--- src/rtl/debug_dump_if.sv ---
// Debug dump link bundle: register-bank/data-memory read ports, UART tx handshake and dump control.
// The master modport is the dump engine's side; slave is the debug unit / UART side.
interface debug_dump_if #(
    parameter int ADDR_LENGTH = 32,
    parameter int DATA_WIDTH  = 32,
    parameter int RBITS       = 5
);
    logic                   i_start;
    logic [ADDR_LENGTH-1:0] i_pc;
    logic [RBITS-1:0]       o_rb_addr;
    logic [DATA_WIDTH-1:0]  i_rb_data;
    logic [ADDR_LENGTH-1:0] o_dm_addr;
    logic [DATA_WIDTH-1:0]  i_dm_data;
    logic [7:0]             o_tx_data;
    logic                   o_tx_start;
    logic                   i_tx_done;
    logic                   o_busy;
    logic                   o_done;

    modport master (
        input  i_start, i_pc, i_rb_data, i_dm_data, i_tx_done,
        output o_rb_addr, o_dm_addr, o_tx_data, o_tx_start, o_busy, o_done
    );

    modport slave (
        output i_start, i_pc, i_rb_data, i_dm_data, i_tx_done,
        input  o_rb_addr, o_dm_addr, o_tx_data, o_tx_start, o_busy, o_done
    );
endinterface

--- src/rtl/debug_dump_tx.sv ---
// Snapshot PC, register bank and the low DM_WORDS data-memory words, and stream them MSB-first to the UART tx.
// Optional trailing XOR checksum byte when DEBUG_DUMP_CHECKSUM_EN is defined.
module debug_dump_tx #(
    parameter int ADDR_LENGTH = 32,
    parameter int DATA_WIDTH  = 32,
    parameter int RBITS       = 5,
    parameter int BANK_SIZE   = 32,
    parameter int DM_WORDS    = 16
) (
    input  logic         clk,
    input  logic         rst,
    debug_dump_if.master bus
);
    localparam int LAST_IDX = BANK_SIZE + DM_WORDS;
    localparam int IW       = $clog2(LAST_IDX + 1);

    typedef enum logic [2:0] {IDLE, LATCH, SEND, WAIT, NEXT, FINISH} state_t;

    state_t                 state;
    logic [IW-1:0]          idx;
    logic [1:0]             byte_cnt;
    logic [ADDR_LENGTH-1:0] pc_q;
    logic [DATA_WIDTH-1:0]  shift;
`ifdef DEBUG_DUMP_CHECKSUM_EN
    logic [7:0]             csum;
    logic                   csum_phase;
`endif

    // Word index 0 is the PC, 1..BANK_SIZE the registers, the rest data memory.
    function automatic logic [RBITS-1:0] rb_addr_of(input logic [IW-1:0] n);
        if (n != '0 && n <= IW'(BANK_SIZE)) return RBITS'(n - IW'(1));
        return '0;
    endfunction

    function automatic logic [ADDR_LENGTH-1:0] dm_addr_of(input logic [IW-1:0] n);
        if (n > IW'(BANK_SIZE)) return ADDR_LENGTH'(n - IW'(BANK_SIZE + 1)) << 2;
        return '0;
    endfunction

    assign bus.o_tx_data = shift[DATA_WIDTH-1 -: 8];

    always_ff @(posedge clk or posedge rst) begin
        if (rst) begin
            state          <= IDLE;
            idx            <= '0;
            byte_cnt       <= '0;
            pc_q           <= '0;
            shift          <= '0;
            bus.o_rb_addr  <= '0;
            bus.o_dm_addr  <= '0;
            bus.o_tx_start <= 1'b0;
            bus.o_busy     <= 1'b0;
            bus.o_done     <= 1'b0;
`ifdef DEBUG_DUMP_CHECKSUM_EN
            csum           <= '0;
            csum_phase     <= 1'b0;
`endif
        end else begin
            bus.o_tx_start <= 1'b0;
            bus.o_done     <= 1'b0;
            case (state)
                IDLE: if (bus.i_start) begin
                    pc_q          <= bus.i_pc;
                    bus.o_busy    <= 1'b1;
                    idx           <= '0;
                    bus.o_rb_addr <= '0;
                    bus.o_dm_addr <= '0;
`ifdef DEBUG_DUMP_CHECKSUM_EN
                    csum          <= '0;
                    csum_phase    <= 1'b0;
`endif
                    state         <= LATCH;
                end
                LATCH: begin
                    if (idx == '0)                   shift <= DATA_WIDTH'(pc_q);
                    else if (idx <= IW'(BANK_SIZE))  shift <= bus.i_rb_data;
                    else                             shift <= bus.i_dm_data;
                    byte_cnt       <= '0;
                    bus.o_tx_start <= 1'b1;
                    state          <= SEND;
                end
                SEND: begin
`ifdef DEBUG_DUMP_CHECKSUM_EN
                    csum  <= csum ^ shift[DATA_WIDTH-1 -: 8];
`endif
                    state <= WAIT;
                end
                WAIT: if (bus.i_tx_done) begin
                    shift    <= shift << 8;
                    byte_cnt <= byte_cnt + 2'd1;
`ifdef DEBUG_DUMP_CHECKSUM_EN
                    if (csum_phase) begin
                        bus.o_done <= 1'b1;
                        state      <= FINISH;
                    end else
`endif
                    if (byte_cnt == 2'd3) begin
                        state <= NEXT;
                    end else begin
                        bus.o_tx_start <= 1'b1;
                        state          <= SEND;
                    end
                end
                NEXT: if (idx == IW'(LAST_IDX)) begin
`ifdef DEBUG_DUMP_CHECKSUM_EN
                    // Checksum goes out through the normal SEND/WAIT path as a one-byte word.
                    shift          <= {csum, {(DATA_WIDTH-8){1'b0}}};
                    csum_phase     <= 1'b1;
                    bus.o_tx_start <= 1'b1;
                    state          <= SEND;
`else
                    bus.o_done     <= 1'b1;
                    state          <= FINISH;
`endif
                end else begin
                    idx           <= idx + IW'(1);
                    bus.o_rb_addr <= rb_addr_of(idx + IW'(1));
                    bus.o_dm_addr <= dm_addr_of(idx + IW'(1));
                    state         <= LATCH;
                end
                FINISH: begin
                    bus.o_busy <= 1'b0;
                    state      <= IDLE;
                end
                default: state <= IDLE;
            endcase
        end
    end
endmodule

--- src/flat_wrapper.sv ---
// flat-port wrapper written by rule: the top's interface ports become plain ports
module debug_dump_tx_flat 
#(
    parameter int ADDR_LENGTH = 32,
    parameter int DATA_WIDTH  = 32,
    parameter int RBITS       = 5,
    parameter int BANK_SIZE   = 32,
    parameter int DM_WORDS    = 16
)
  (clk, rst, bus_i_start, bus_i_pc, bus_i_rb_data, bus_i_dm_data, bus_i_tx_done, bus_o_rb_addr, bus_o_dm_addr, bus_o_tx_data, bus_o_tx_start, bus_o_busy, bus_o_done);
  debug_dump_if #(.ADDR_LENGTH(ADDR_LENGTH), .DATA_WIDTH(DATA_WIDTH), .RBITS(RBITS)) bus_i ();
  input  logic clk;
  input  logic rst;
  input wire logic [$bits(bus_i.i_start)-1:0] bus_i_start;
  input wire logic [$bits(bus_i.i_pc)-1:0] bus_i_pc;
  input wire logic [$bits(bus_i.i_rb_data)-1:0] bus_i_rb_data;
  input wire logic [$bits(bus_i.i_dm_data)-1:0] bus_i_dm_data;
  input wire logic [$bits(bus_i.i_tx_done)-1:0] bus_i_tx_done;
  output wire logic [$bits(bus_i.o_rb_addr)-1:0] bus_o_rb_addr;
  output wire logic [$bits(bus_i.o_dm_addr)-1:0] bus_o_dm_addr;
  output wire logic [$bits(bus_i.o_tx_data)-1:0] bus_o_tx_data;
  output wire logic [$bits(bus_i.o_tx_start)-1:0] bus_o_tx_start;
  output wire logic [$bits(bus_i.o_busy)-1:0] bus_o_busy;
  output wire logic [$bits(bus_i.o_done)-1:0] bus_o_done;
  assign bus_i.i_start = bus_i_start;
  assign bus_i.i_pc = bus_i_pc;
  assign bus_i.i_rb_data = bus_i_rb_data;
  assign bus_i.i_dm_data = bus_i_dm_data;
  assign bus_i.i_tx_done = bus_i_tx_done;
  assign bus_o_rb_addr = bus_i.o_rb_addr;
  assign bus_o_dm_addr = bus_i.o_dm_addr;
  assign bus_o_tx_data = bus_i.o_tx_data;
  assign bus_o_tx_start = bus_i.o_tx_start;
  assign bus_o_busy = bus_i.o_busy;
  assign bus_o_done = bus_i.o_done;
  debug_dump_tx #(.ADDR_LENGTH(ADDR_LENGTH), .DATA_WIDTH(DATA_WIDTH), .RBITS(RBITS), .BANK_SIZE(BANK_SIZE), .DM_WORDS(DM_WORDS)) u_core (.clk(clk), .rst(rst), .bus(bus_i));
endmodule
--- config.mk ---
export PLATFORM = sky130hd
export DESIGN_NAME = debug_dump_tx_flat
export DESIGN_NICKNAME = d
export VERILOG_FILES = /design/src/rtl/debug_dump_if.sv /design/src/rtl/debug_dump_tx.sv /design/src/flat_wrapper.sv
export SDC_FILE = /design/constraint.sdc
export NUM_CORES = 1
export LEC_CHECK = 0
export ABC_CLOCK_PERIOD_IN_PS = 5800
export BUFFER_PORTS_ARGS = -buffer_cell sky130_fd_sc_hd__buf_2
export CAP_MARGIN = 20
export CORE_AREA = 2 2 100 102
export CTS_CLUSTER_DIAMETER = 120
export DETAILED_ROUTE_END_ITERATION = 12
export DIE_AREA = 0 0 102 104
export GPL_TIMING_DRIVEN = 0
export PLACE_DENSITY = 0.84
export SYNTH_ARGS = -nofsm -noshare
export SYNTH_HDL_FRONTEND = slang
export SYNTH_SLANG_ARGS = --single-unit
--- constraint.sdc ---
create_clock -name clk -period 5.8 [get_ports clk]
set_input_delay 0.29 -clock clk [delete_from_list [all_inputs] [get_ports clk]]
set_output_delay 0.29 -clock clk [all_outputs]
set_load 0.01 [all_outputs]
# Yosys cells after proc, flatten, opt, wreduce, memory -nomap -nowiden
# Cells that the tools add are included.
word_totals:
  in_bits: 100
  output_inout_bits: 48
  word_cells: 76
  register_bits: 115
op_classes:
  reduce_logical: 12
  n_addsub: 4
  n_eq_ne: 10
  mux: 37
  magnitude_cmp: 3
ops:
  columns: ["cell", "count"]
  rows:
  - ["2-to-1 mux 32 bit", 7]
  - ["one-hot mux 32 bit (2 select lines)", 2]
  - ["2-to-1 mux 5 bit", 4]
  - ["one-hot mux 3 bit (5 select lines)", 1]
  - ["<= comparator 6 bit (second input constant)", 2]
  - ["2-to-1 mux 3 bit", 4]
  - ["2-to-1 mux 6 bit", 2]
  - ["one-hot mux 6 bit (2 select lines)", 1]
  - ["2-to-1 mux 1 bit", 11]
  - ["one-hot mux 5 bit (2 select lines)", 1]
  - ["AND reduction 2 bit", 4]
  - ["subtractor 6 x 6 -> 7 bit (second input constant)", 1]
  - ["adder 6 x 1 -> 6 bit (second input constant)", 1]
  - ["equality test 3 x 2 -> 1 bit (second input constant)", 2]
  - ["equality test 3 bit (second input constant)", 2]
  - ["equality test 6 bit (second input constant)", 1]
  - ["> comparator 6 bit (second input constant)", 1]
  - ["logical NOT 6 bit", 1]
  - ["inequality test 2 bit (second input constant)", 3]
  - ["nonzero test 2 bit", 3]
  - ["nonzero test 6 bit", 1]
  - ["subtractor 5 x 1 -> 5 bit (second input constant)", 1]
  - ["one-hot mux 1 bit (2 select lines)", 2]
  - ["one-hot mux 2 bit (2 select lines)", 1]
  - ["7 further kinds", 7]

# Longest topological paths before layout
# Gate-level depths: netlist (run 1).
logic_depth:
  depth_word: 9
  mapped_depth: 9
  ltp_nobuf: 6

# Worst setup path after synthesis (run 1)
# No wires, ideal clock.
synth_path:
  path_type: "register to register"
  from: "reg u_core.idx[0]"
  to: "reg u_core.bus.o_dm_addr[5]"
  period_less_slack_ps: 2167
  path_slack_ps: 3633
  n_path_buf: 1
  required_time_ps: 5669
  setup_ps: 131
  path_stages_with_launch: 8
  t_arrival_ps: 2036
  cell_sequence: "dfrtp_1 -> clkbuf_1 -> inv_1 -> ha_1 -> nor2b_1 -> or3_1 -> a311oi_1 -> o2bb2ai_1"
synth_via:
  elab_chain_len: 8
  word_cells_on_any_way: 13
  cone_classes: "2 x add/sub; 1 x order compare; 2 x eq/ne; 7 x mux; 1 x reduce/logical"
synth_lines:
  columns: ["element", "line", "text"]
  rows:
  - ["from (decl)", "debug_dump_tx.sv:20", "logic [IW-1:0] idx;"]
  - ["from (signal assigned)", "debug_dump_tx.sv:116", "idx <= idx + IW'(1);"]
  - ["adder 6 x 1 -> 6 bit", "debug_dump_tx.sv:118", "bus.o_dm_addr <= dm_addr_of(idx + IW'(1));"]
  - ["> comparator 6 bit", "debug_dump_tx.sv:36", "if (n > IW'(BANK_SIZE)) return ADDR_LENGTH'(n - IW'(BANK_SIZE + 1)) << 2;"]
  - ["2-to-1 mux 1 bit", "debug_dump_tx.sv:36", null]
  - ["2-to-1 mux 1 bit", "debug_dump_tx.sv:104", "NEXT: if (idx == IW'(LAST_IDX)) begin"]
  - ["2-to-1 mux 1 bit", "debug_dump_tx.sv:61", "case (state)"]
  - ["2-to-1 mux 32 bit", "debug_dump_tx.sv:37", "return '0;"]
  - ["2-to-1 mux 32 bit", "debug_dump_tx.sv:104", null]
  - ["one-hot mux 32 bit (2 select lines)", "debug_dump_tx.sv:61", null]
  - ["to (signal assigned)", "debug_dump_tx.sv:118", null]
  - ["to (decl)", "debug_dump_if.sv:22", "output o_rb_addr, o_dm_addr, o_tx_data, o_tx_start, o_busy, o_done"]
# Several ways; a longest one is shown, not always the timed one. The select of a mux whose other input is x is not followed.
# A chain may end at the register's enable or synchronous reset.

# Worst setup path after layout (run 1)
layout_path:
  from: "reg u_core.idx[0]"
  to: "reg u_core.shift[2]"
layout_via:
  elab_chain_len: 4
  word_cells_on_any_way: 5
  cone_classes: "1 x order compare; 3 x mux; 1 x reduce/logical"
layout_lines:
  columns: ["element", "line", "text"]
  rows:
  - ["<= comparator 6 bit", "debug_dump_tx.sv:76", "else if (idx <= IW'(BANK_SIZE)) shift <= bus.i_rb_data;"]
  - ["2-to-1 mux 32 bit", "debug_dump_tx.sv:76", null]
  - ["2-to-1 mux 32 bit *", "debug_dump_tx.sv:75", "if (idx == '0) shift <= DATA_WIDTH'(pc_q);"]
  - ["one-hot mux 32 bit (2 select lines) *", "debug_dump_tx.sv:61", null]
  - ["to (signal assigned)", "debug_dump_tx.sv:75", null]
  - ["to (signal assigned)", "debug_dump_tx.sv:76", null]
  - ["to (signal assigned)", "debug_dump_tx.sv:77", "else shift <= bus.i_dm_data;"]
  - ["to (decl)", "debug_dump_tx.sv:23", "logic [DATA_WIDTH-1:0] shift;"]
# Every way passes the cells marked *; elsewhere a longest branch is shown, timed or not.

==> results.md, run 1 <==
Yosys:
- The async set-or-reset flop fraction in the synthesized netlist is 100%.
- The sequential element share of the synthesized area is 42.5%.
- The number of instances in the synthesized netlist is 543.
- During synthesis, Yosys emitted a total of 0 warnings.
- After synthesis, the largest family of logic cells by area is multiplexers.
- The area of the mapped netlist is 5290 um2.
- The simple logic cell fraction of the synthesized area is 13.3%.
- The post-synthesis adder-cell area fraction is 0.709%.
- The dominant register cell in the synthesized netlist is sky130_fd_sc_hd__dfrtp_1.
- The multiplexer fraction of the synthesized cell area is 17.6%.
- The average cell area after synthesis is 9.75 um2.
- The synthesized netlist devotes 15.2% of its cell area to compound gates.
- The synthesized design contains 0 enable-type register cells.
- Summing the areas of all xor and xnor instances in the mapped netlist gives 1.09% of the synthesized area.
- The number of distinct library cells after synthesis is 52.
- The register bit count reported by yosys is 90.

GRT:
- The maximum number of pins on one net before global-route repair is 48.
- Global routing consumed, over all layers together, 26.1% of the routing resources.
- The via count of the first global-routing pass is 4,544.
- Global routing finished with a remaining overflow of 0.
- The wire length of the first global-routing pass is 21,900 um.
- The number of antenna violations at the first check in global routing is 0.

STA:
- The setup TNS after final layout is 0 ns.
- The routed design could run at a clock period as short as 2.55 ns.
- The share of the clock period used by the worst path is 44.0%.
- The headroom to the max-slew limit is 50.4%.
- The final count of negative-setup-slack endpoints is 0.
- The number of slew-limit violations in the final report is 0.
- The final clock skew is 0.00724 ns.
- Setup repair after global routing left no endpoint under its margin.
- The achievable clock frequency is 392 MHz.
- The tightest hold path in the finished design has a slack of -0.00437 ns.
- The actual slew at the worst max-slew pin is 0.741 ns.
- The total count of hold-check failures in the final report is 8.

Job:
- The max-capacitance violation count is 0.

Setup path:
- The critical path launch point is u_core.idx[0].
- The critical path data required time is 6.05 ns.
- The data arrival at the endpoint of the critical path is 2.80 ns.
- The largest stage delay on the critical path is 0.47 ns.
- In this run the critical register-to-register path is launched from u_core.idx[0].
- STA classifies the critical path endpoint as a register.
- The type of the worst setup path is register to register.
- Traced cell by cell, the critical path runs through clkbuf_1, inv_1, ha_1, nor4b_2, buf_4, buf_4, mux2i_1, nand2_1, a32o_1.
- The cell at the slowest stage of the critical path is sky130_fd_sc_hd__dfrtp_1.
- The cell that appears most often on the critical path is sky130_fd_sc_hd__buf_4.
- The critical-path maximum fanout is 10.
- STA classifies the critical path startpoint as a register.

Drt:
- After detailed routing, the average wire length per cell comes to 16.3 um.
- After detailed routing, the number of vias per cell comes to 5.43.
- Summing over every cut layer, the via total after detailed routing is 4,559.
- The final layout contains routed wiring with a total length of 13,700 um.
- The count of nets left with antenna violations once routing finished came out at 0.
- Detailed routing placed a total of 740 um of wire on met3.
- The routed metal-1 wire length is 6030 um.
- For this run, the detailed router's first-pass iteration total came to 4.
- For this block, the initial DRC count from the detailed router was 232.
- The length of routed met2 wiring is 6640 um.
- In the routed design, unresolved DRC markers number 0.
- The top routing layer in use is met4.

Power and ir drop:
- The analysis attributes to cell leakage a power of 3.10 nW.
- The overall power consumption is 2.90 mW.
- VDD sags by at most 0.210 mV.
- In this run the power density over the cells is 452 nW/um2.

Clock tree:
- Buffers inserted to repair hold after CTS numbered 0.
- For this design, the sink count on the clock tree is 90.
- The number of levels the H-tree was split into is 3.
- The CTS tree is yes.
- The buffer cell driving the clock tree root is sky130_fd_sc_hd__clkbuf_8.
- The CTS clock-pin slew for the worst setup and hold paths is 0.08 ns.
- The maximum buffer depth of the clock tree is 2.
- The number of clock buffers added by TritonCTS is 9.
- The post-CTS setup-driven buffer insertion count is 0.
- The clock latency reported for the late side of the worst-skew pair is 0.36 ns.
- The number of gates resized after CTS was 0.

Layout:
- The net total in the final layout is 804.
- The fraction of layout cells with a size suffix above 1 is 33.7%.
- Compared with the post-synthesis result, the final layout area differs by 21.2%.
- The number of antenna diodes in the final layout is 0.

Die:
- The width of the die is 102 um.
- The die span in y is 104 um.
- Pin placement for this block handled 148 I/O pins.
- The core region is 9550 um2.
- The floorplan has 36 rows.
- The die covers 10,600 um2.
- Once the floorplan was initialized, standard cells occupied 55.4% of the core.

Status:
- The run finished, with violations left.
- The checks that failed: hold timing.

Placement:
- Port buffering added 145 buffers.
- The final estimated routing congestion in global placement is 0.896.
- Once detailed placement completed, the half-perimeter wirelength came to 10,200 um.

Worst hold path:
- In this run the worst hold path is classified as input pin to asynchronous set/reset pin.
[state kept, by name, indices dropped and copies added (netlist names)]
name                   flops
u_core.state               3
u_core.byte_cnt            2
u_core.bus.o_dm_addr       7
u_core.shift              32
u_core.bus.o_tx_start      1
u_core.bus.o_done          1
u_core.pc_q               32
u_core.bus.o_rb_addr       5
u_core.bus.o_busy          1
u_core.idx                 6
[cell usage after synthesis, drive strengths merged (4+ instances only)]
| master | number | area (um2) |
|---|---|---|
| o21ai | 16 | 80.1 |
| a32o | 9 | 90.1 |
| mux2i | 65 | 651 |
| a22o | 5 | 43.8 |
| nand2b | 7 | 43.8 |
| nand2 | 118 | 443 |
| nor2 | 4 | 15.0 |
| dfrtp | 90 | 2250 |
| o2bb2ai | 9 | 78.8 |
| o32ai | 10 | 87.6 |
| mux2 | 25 | 282 |
| inv | 9 | 33.8 |
| o22ai | 7 | 43.8 |
| nand3 | 11 | 55.1 |
| clkbuf | 24 | 90.1 |
| o31ai | 5 | 37.5 |
| a21boi | 8 | 60.1 |
| a21oi | 30 | 154 |
| buf | 48 | 374 |
[critical path, delay by kind of cell, from the launching register on]
kind	cells	cell delay (ns)
buffers and inverters	4	0.95
flip-flops	1	0.47
AND/OR/NAND/NOR	2	0.33
AO/OA/AOI/OAI	1	0.27
multiplexers	1	0.22
adder cells (fa/ha/maj)	1	0.19
[stage by stage]
stage | instance area [um2] | std cells | setup slack, ns | utilization [%] | hold slack, ns
after floorplan | 5300 | 544 | 3.17 | - | 0.395
after global placement | 6190 | 822 | 2.15 | 64.8 | 0.457
after detailed placement | 6220 | 823 | 3.27 | 65.1 | 0.404
after CTS | 6420 | 839 | 3.25 | 67.2 | 0.0164
after global routing | 6420 | 839 | 3.05 | 67.2 | 0.0352
final | 6420 | 839 | 3.25 | 67.2 | -0.00437
[cell type report]
cell class | instances | area (um2)
clock inverter | 2 | 35.0
buffer | 72 | 464
inverter | 10 | 40.0
multi-input combinational | 372 | 2540
clock buffer | 14 | 163
timing repair buffer | 146 | 753
tap | 133 | 166
fill | 797 | 3130
sequential | 90 | 2250
[cells by family after synthesis]
family,count (synthesis)
compound gates,113
xor+xnor,5
fa+ha+maj,3
buf+inv,82
flops,90
mux,90
other cells,1
simple gates,159
[layer usage]
metal	global-route usage (%)	up-vias
li1	-	2206
met1	35.5	2183
met3	3.02	21
met5	0	-
met2	43.0	149
met4	9.33	0
[where the power goes]
| group | switching, mW | internal (mW) | leakage [nW] |
|---|---|---|---|
| logic | 0.747 | 0.633 | 1.87 |
| clock network | 0.211 | 0.223 | 0.101 |
| registers | 0.187 | 0.896 | 1.13 |
[path summary, 6_finish.rpt]
path	endpoint	slack, ns	depth (start not counted)
max in group asynchronous	u_core.shift[19]	5.16	3
min	u_core.idx[1]	-0.004	2
min reg2reg	u_core.pc_q[5]	0.48	2
min in group clk	u_core.pc_q[7]	0.12	3
max reg2reg	u_core.shift[2]	3.25	9
max	u_core.shift[2]	3.25	9
[layout by cell type, fill, tap and decap left out, types with 4 or more instances in the layout]
cell and count:
sky130_fd_sc_hd__nor2_1 4, sky130_fd_sc_hd__o32ai_1 10, sky130_fd_sc_hd__buf_8 4, sky130_fd_sc_hd__o2bb2ai_1 9
sky130_fd_sc_hd__clkbuf_8 11, sky130_fd_sc_hd__o21ai_1 8, sky130_fd_sc_hd__buf_2 150, sky130_fd_sc_hd__mux2_2 25
sky130_fd_sc_hd__inv_1 8, sky130_fd_sc_hd__clkbuf_1 27, sky130_fd_sc_hd__a21oi_1 29, sky130_fd_sc_hd__o22ai_1 7
sky130_fd_sc_hd__buf_4 36, sky130_fd_sc_hd__nand2b_1 7, sky130_fd_sc_hd__o31ai_1 5, sky130_fd_sc_hd__dfrtp_1 90
sky130_fd_sc_hd__mux2i_1 65, sky130_fd_sc_hd__o21ai_0 8, sky130_fd_sc_hd__a21boi_0 8, sky130_fd_sc_hd__nand3_1 11
sky130_fd_sc_hd__nand2_1 118, sky130_fd_sc_hd__a22o_1 5, sky130_fd_sc_hd__a32o_1 9
Power figures use the tool's default switching activity.
==> run 2: changes to the inputs <==
Settings changed: ABC_AREA set to 1, ABC_CLOCK_PERIOD_IN_PS 5800 to 2450, CORE_AREA 2 2 100 102 to 2 2 101 103, DIE_AREA 0 0 102 104 to 0 0 103 105, PLACE_DENSITY 0.84 to 0.79.
Clock period 5.8 ns to 2.45 ns, I/O delays scaled along.
==> results.md, run 2 <==
Drt:
- The number of DRC markers in iteration 0 was 326 (+41%).
- The final wirelength is 14,100 um (+3.0%).
- The number of vias per cell after detailed routing is 5.23 (-3.7%).
- The detailed-routing iteration count for the pre-antenna-repair pass is 5 (+1).
- The detailed-route wire length per cell came to 14.9 um (-8.8%).
- The number of remaining DRC errors is 0 (unchanged).
- The number of vias in the routed layout is 4,962 (+8.8%).
- The number of nets with antenna violations after routing was 0 (unchanged).

Setup path:
- In this run the critical register-to-register path is launched from u_core.idx[0].
- Counting stages on the worst path, the most repeated cell is sky130_fd_sc_hd__nand3_1.
- The data arrival at the endpoint of the critical path is 2.44 ns (-0.36 ns).
- Walking the worst path, the cells encountered are buf_2, inv_1, ha_1, nand3_4, clkbuf_1, nand3_1, nand3_1, nand2_1, a21oi_1.
- The largest stage delay on the critical path came to 0.42 ns (-0.05 ns).
- The type of the worst setup path is register to register.
- The critical path launch point is u_core.idx[0].
- The critical path data required time is 2.74 ns (-3.31 ns).
- The critical-path maximum fanout is 10 (unchanged).
- The worst setup path is captured at a register.
- The slowest stage of the critical path belongs to the cell sky130_fd_sc_hd__clkbuf_1.
- The launching element type of the critical path is a register.

Placement:
- The number of cells in the design after placement is 931 (+13%).
- The number of input and output port buffers inserted is 145 (unchanged).
- The instance area at placement was 5840 um2 (-6.1%).
- The final estimated routing congestion in global placement is 0.912 (+1.8%).
- The total half-perimeter wirelength after legalization and detailed placement came to 10,800 um (+5.3%).

Status:
- The run finished with clean final reports.

Power and ir drop:
- The power density over cell area is 1160 nW/um2 (+160%).
- The static leakage power is 3.29 nW (+6.0%).
- The maximum vdd drop is 0.644 mV (+210%).

Layout:
- Leaving out fill and tap cells, the most frequent cell in the layout is sky130_fd_sc_hd__buf_2.
- In the layout the commonest cells are 168 x sky130_fd_sc_hd__buf_2, 122 x sky130_fd_sc_hd__nand2_1, 115 x sky130_fd_sc_hd__a21oi_1, 90 x sky130_fd_sc_hd__dfrtp_1, 82 x sky130_fd_sc_hd__nand3_1.
- The fraction of layout cells with a size suffix above 1 is 28.5% (-5.2 points).
- The largest registers in the layout are u_core.pc_q: 32 flops, u_core.shift: 32 flops, u_core.bus.o_dm_addr: 7 flops.
- The net total in the final layout is 913 (+14%).
- The antenna diode instance count came to 0 (unchanged).
- The finished layout cell area is 6020 um2 (-6.2%).
- The utilization of the core after routing is 62.5% (-4.7 points).
- The area growth from synthesis to layout is 22.8%.
- The post-layout instance count excluding filler cells came to 948 (+13%).

STA:
- Setup repair after global routing left no endpoint under its margin.
- The achievable clock frequency is 465 MHz (+19%).
- The final count of negative-setup-slack endpoints was 0 (unchanged).
- The share of the clock period used by the worst path is 87.7% (+44 points).
- The number of slew-limit violations in the final report was 0 (unchanged).
- The headroom to the max-slew limit came to 51.9% (+1.5 points).
- The post-route minimum period is 2.15 ns (-0.402 ns).
- The total count of hold-check failures in the final report is 0 (-8).
- The setup TNS after final layout is 0 ns (unchanged).
- The actual slew at the worst max-slew pin is 0.719 ns (-0.0215 ns).
- The final clock skew is 0.00891 ns (+0.00167 ns).

Yosys:
- The register bit count reported by yosys is 90 (unchanged).
- By instance count, the leading cell after synthesis is sky130_fd_sc_hd__nand2_1.
- The average cell area after synthesis is 7.54 um2 (-23%).
- Yosys attributes the largest share of cell area to sky130_fd_sc_hd__dfrtp_1 46%, sky130_fd_sc_hd__a21oi_1 12%, sky130_fd_sc_hd__nand2_1 9.3%, sky130_fd_sc_hd__nand3_1 8.4%, sky130_fd_sc_hd__buf_4 5.5%.
- For this run, the leading register cell type out of synthesis is sky130_fd_sc_hd__dfrtp_1.
- The portion of synthesized cell area occupied by the leading cell type is 46.0% (+3.4 points).
- The async set-or-reset flop fraction in the synthesized netlist is 100% (unchanged).
- The number of enable flip-flop cells after synthesis is 0 (unchanged).
- The number of instances in the synthesized netlist is 650 (+20%).
- The number of distinct library cells after synthesis is 26 (-50%).
- The commonest cells after synthesis are 122 x sky130_fd_sc_hd__nand2_1, 115 x sky130_fd_sc_hd__a21oi_1, 90 x sky130_fd_sc_hd__dfrtp_1.
- The area of the mapped netlist was 4900 um2 (-7.4%).
- The sequential element share of the synthesized area is 46.0% (+3.4 points).
- The synthesis warning total was 0 (unchanged).
- The cell type with the largest total area after synthesis is sky130_fd_sc_hd__dfrtp_1.

GRT:
- The global-route usage over all layers was 26.4% (+0.30 points).
- The maximum number of pins on one net before global-route repair is 33 (-31%).
- The via count of the first global-routing pass is 4,682 (+3.0%).
- The global routing met2 resource utilization was 43.0% (-0.049 points).
- The wire length of the first global-routing pass is 22,400 um (+2.2%).
- The number of antenna violations at the first check in global routing is 0 (unchanged).
- The met3 demand-to-capacity share in global routing is 3.81% (+0.79 points).
- The met1 layer usage reported by global route was 36.6% (+1.1 points).
- The final global-route overflow total was 0 (unchanged).
- The busiest layer in global routing is met2.

Die:
- The overall die area is 10,800 um2 (+2.0%).
- The die span in y is 105 um (+0.96%).
- The width of the die is 103 um (+0.98%).
- The area of the core came to 9640 um2 (+0.94%).
- The starting density of the core was 50.8% (-4.6 points).
- The number of core rows is 36 (unchanged).
- The top-level port count is 148 (unchanged).

Clock tree:
- The number of levels the H-tree was split into came to 3 (unchanged).
- The number of sinks on the clock net was 90 (unchanged).
- The CTS clock-pin slew for the worst setup and hold paths is 0.09 ns (about the same).
- The clock latency reported for the late side of the worst-skew pair is 0.36 ns (about the same).
- The post-CTS setup-driven buffer insertion count is 0 (unchanged).
- The number of CTS-inserted buffers was 9 (unchanged).
- The buffer cell driving the clock tree root is sky130_fd_sc_hd__clkbuf_8.
- The maximum buffer depth of the clock tree is 2 (unchanged).
- The CTS tree is yes.

Worst hold path:
- The worst hold path begins at bus_i_pc[6].
- The kind of path behind the tightest hold check is input pin to register.

Job:
- The max-capacitance violation count is 0 (unchanged).
run 2: cell families (layout without fill, tap and decap cells):
family	after synthesis	count (layout)	synth area share, %
other	1	2	0.0765
buffers and inverters	130	294	13.3
AO/OA/AOI/OAI	138	138	14.6
AND/OR/NAND/NOR	288	288	25.3
adder cells (fa/ha/maj)	3	3	0.766
flip-flops	90	90	46.0
run 2: final cells by class:
cell class / count / area, um2
fill: 929 / 3620
sequential: 90 / 2250
multi-input combinational: 431 / 2000
timing repair buffer: 148 / 776
buffer: 71 / 430
inverter: 59 / 225
tap: 133 / 166
clock buffer: 10 / 128
clock inverter: 6 / 42.5
run 2: critical path, delay by kind of cell, from the launching register on:
family                   cells  cell delay [ns]
flip-flops                   1             0.36
adder cells (fa/ha/maj)      1             0.27
buffers and inverters        3             0.75
AND/OR/NAND/NOR              4             0.56
AO/OA/AOI/OAI                1             0.14
run 2: timing repair:
item / 4_1_cts / 5_1_grt
hold endpoints to repair: 31 / 0
resized for setup: 0 / 0
hold buffers: 1 / 0
run 2: stage by stage:
stage	hold slack [ns]	power, mW	setup slack [ns]
finish	0.00435	6.99	0.302
global route	0.0163	7.53	0.143
CTS	0.00135	6.95	0.318
floorplan	0.260	4.93	0.842
detailed placement	0.275	6.04	0.352
global placement	0.374	5.89	0.440
run 2: final timing paths:
kind,to,slack (ns),depth (start not counted)
worst max-delay path,u_core.shift[31],0.30,9
worst min-delay path,u_core.pc_q[6],0.004,3
worst max register to register,u_core.shift[31],0.30,9
worst min register to register,u_core.state[0],0.48,1
max in group asynchronous,u_core.idx[4],1.22,5
min in group asynchronous,u_core.pc_q[18],0.42,3
run 2: where the power goes:
group	switching, mW	internal (mW)
Clock	0.549	0.371
Sequential	0.300	2.13
Combinational	2.38	1.27
Total	3.23	3.76
run 2: metal layers:
| layer | wire length [um] | share of wire, % |
|---|---|---|
| met5 | 0 | 0 |
| met4 | 325 | 2.3 |
| met3 | 851 | 6.0 |
| met2 | 6830 | 49 |
| met1 | 6080 | 43 |
==> run 3: changes to the inputs <==
Settings changed: CORE_AREA 2 2 101 103 to 2 2 99 101, CTS_BUF_LIST set to sky130_fd_sc_hd__clkbuf_4 sky130_fd_sc_hd__clkbuf_8, DIE_AREA 0 0 103 105 to 0 0 101 103, HOLD_SLACK_MARGIN set to 0.15, MAX_ROUTING_LAYER set to met4, PLACE_DENSITY 0.79 to 0.81.
==> results.md, run 3 (synthesized netlist as in run 2, its figures left out) <==
STA:
- The final count of negative-setup-slack endpoints was 0 (unchanged).
- The total count of hold-check failures in the final report is 0 (unchanged).
- The actual slew at the worst max-slew pin came to 0.753 ns (+0.0338 ns).
- The post-route minimum period is 2.17 ns (+0.0202 ns).
- The final clock skew is 0.0108 ns (+0.00185 ns).
- The setup TNS after final layout came to 0 ns (unchanged).
- The smallest hold slack is 0.146 ns (+0.141 ns).
- The share of the clock period used by the worst path is 88.5% (+0.82 points).
- Setup repair after global routing left no endpoint under its margin.
- The headroom to the max-slew limit is 49.8% (-2.2 points).
- The number of slew-limit violations in the final report was 0 (unchanged).
- The achievable clock frequency is 461 MHz (-0.93%).

Layout:
- The net total in the final layout came to 986 (+8.0%).
- The fraction of layout cells with a size suffix above 1 is 26.2% (-2.3 points).
- The area growth from synthesis to layout is 38.4%.
- The post-layout instance count excluding filler cells was 1,001 (+5.6%).
- The top cell types in the final layout, fill and taps aside, are 168 x sky130_fd_sc_hd__buf_2, 122 x sky130_fd_sc_hd__nand2_1, 115 x sky130_fd_sc_hd__a21oi_1, 90 x sky130_fd_sc_hd__dfrtp_1, 82 x sky130_fd_sc_hd__nand3_1.
- The largest registers in the layout are u_core.pc_q: 32 flops, u_core.shift: 32 flops, u_core.bus.o_dm_addr: 7 flops.
- The library cell used most frequently in the layout, excluding fill and tap cells, is sky130_fd_sc_hd__buf_2.
- The utilization of the core after routing is 71.7% (+9.3 points).
- The number of fill cells in the layout came to 688 (-26%).
- The antenna diode instance count is 0 (unchanged).

Drt:
- The detailed-route wire length per cell is 15.8 um (+6.6%).
- The number of vias in the routed layout came to 5,504 (+11%).
- The number of DRC markers in iteration 0 was 455 (+40%).
- The number of remaining DRC errors was 0 (unchanged).
- The detailed-routing iteration count for the pre-antenna-repair pass is 7 (+2).
- The number of nets with antenna violations after routing came to 0 (unchanged).
- The number of vias per cell after detailed routing is 5.50 (+5.0%).
- The final wirelength came to 15,900 um (+13%).

Clock tree:
- The post-CTS setup-driven buffer insertion count is 0 (unchanged).
- The clock latency reported for the late side of the worst-skew pair was 0.37 ns (about the same).
- The number of CTS-inserted buffers came to 9 (unchanged).
- TritonCTS built the clock tree.
- The maximum buffer depth of the clock tree was 2 (unchanged).
- The number of sinks on the clock net is 90 (unchanged).
- The tree is rooted in a sky130_fd_sc_hd__clkbuf_8.
- The number of levels the H-tree was split into is 3 (unchanged).
- The CTS clock-pin slew for the worst setup and hold paths was 0.09 ns (about the same).
- The quantity of gates resized following cts came to 0 (unchanged).

Setup path:
- The setup path with the least slack is of type register to register.
- The data arrival at the endpoint of the critical path is 2.47 ns (+0.03 ns).
- The critical-path maximum fanout is 10 (unchanged).
- The cell depth of the worst flop-to-flop path is 10 (+1).
- The critical path data required time is 2.75 ns (about the same).
- The kind of capture point of the worst setup path is a register.
- The launching element type of the critical path is a register.

Die:
- The starting density of the core was 51.8% (+0.97 points).
- The area of the core is 9460 um2 (-1.9%).
- The die span in y is 103 um (-1.9%).
- The number of core rows was 36 (unchanged).
- The overall die area is 10,400 um2 (-3.8%).
- The width of the die was 101 um (-1.9%).
- The top-level port count is 148 (unchanged).

Power and ir drop:
- The power density over cell area came to 1080 nW/um2 (-6.9%).
- The maximum vdd drop is 0.618 mV (-4.0%).
- The static leakage power is 3.62 nW (+10%).

Job:
- The max-capacitance violation count is 0 (unchanged).

GRT:
- The maximum number of pins on one net before global-route repair is 32 (-3.0%).
- The via count of the first global-routing pass came to 5,303 (+13%).
- The final global-route overflow total is 0 (unchanged).
- The global-route usage over all layers came to 31.4% (+5.0 points).
- The number of antenna violations at the first check in global routing is 0 (unchanged).
- The wire length of the first global-routing pass was 24,500 um (+9.3%).

Worst hold path:
- The min-delay analysis places its worst path in the category input pin to register.
- The number of cells traversed by the worst hold path is 5 (+2).

Placement:
- The number of cells in the design after placement is 912 (-2.0%).
- The total half-perimeter wirelength after legalization and detailed placement is 10,400 um (-3.7%).
- The final estimated routing congestion in global placement is 0.891 (-2.3%).
- The number of input and output port buffers inserted is 145 (unchanged).

Status:
- The run finished with clean final reports.
[run 3: cell types whose count changed in the layout (fill, tap and decap cells not counted), sizes merged]
cell,previous run,this run
bufinv,0,2
dlygate4sd3,1,74
clkbuf,20,23
clkinvlp,3,1
clkinv,3,0
inv,59,58
[run 3: cell type report]
| cell class | count | area [um2] | share of cell area, % |
|---|---|---|---|
| Sequential cell | 90 | 2250 | 33.2 |
| Multi-Input combinational cell | 431 | 2000 | 29.5 |
| Timing Repair Buffer | 221 | 1510 | 22.2 |
| Buffer | 71 | 430 | 6.34 |
| Inverter | 59 | 225 | 3.32 |
| Clock buffer | 13 | 166 | 2.45 |
| Tap cell | 114 | 143 | 2.10 |
| Clock inverter | 2 | 60.1 | 0.885 |
[run 3: timing repair]
action,CTS,global route
hold buffers,74,0
setup endpoints to repair,0,0
hold endpoints to repair,94,0
[run 3: metrics by stage]
step / area (um2) / setup WS (ns) / total power [mW]
final: 6780 / 0.281 / 7.34
after global routing: 6780 / 0.136 / 7.87
after CTS: 6780 / 0.353 / 7.22
after detailed placement: 5820 / 0.380 / 5.96
after global placement: 5780 / 0.404 / 5.80
after floorplan: 4910 / 0.842 / 4.93
[run 3: worst max-delay path, stage by stage, from the launching register on]
cell                      delay, ns
sky130_fd_sc_hd__dfrtp_1       0.39
sky130_fd_sc_hd__buf_2         0.18
sky130_fd_sc_hd__inv_1         0.12
sky130_fd_sc_hd__ha_1          0.26
sky130_fd_sc_hd__nand3_4       0.19
sky130_fd_sc_hd__nand2_1       0.27
sky130_fd_sc_hd__buf_2         0.27
sky130_fd_sc_hd__nand2_1       0.09
sky130_fd_sc_hd__nand3_1       0.11
sky130_fd_sc_hd__nand2_1       0.08
sky130_fd_sc_hd__a21oi_1       0.13
[run 3: worst paths after layout]
path                                     to  slack (ns)               from
max in group asynchronous   u_core.pc_q[12]        1.24                rst
max                         u_core.shift[8]        0.28      u_core.idx[0]
min reg2reg                 u_core.state[0]        0.49    u_core.state[0]
max reg2reg                 u_core.shift[8]        0.28      u_core.idx[0]
min in group asynchronous   u_core.pc_q[26]        0.40                rst
min                        u_core.shift[10]        0.15  bus_i_dm_data[10]
[run 3: power breakdown]
part	internal [mW]	total [mW]	switching, mW
registers	2.13	2.45	0.318
logic	1.34	3.72	2.38
clock network	0.649	1.17	0.524
[run 3: routing by layer]
metal / vias up / GRT usage, % / share of wire (%) / wire length, um
li1: 2547 / - / - / -
met4: 0 / 19.2 / 5.7 / 911
met5: - / - / 0 / 0
met1: 2530 / 37.6 / 39 / 6140
met2: 322 / 50.1 / 48 / 7580
met3: 105 / 5.36 / 7.7 / 1220
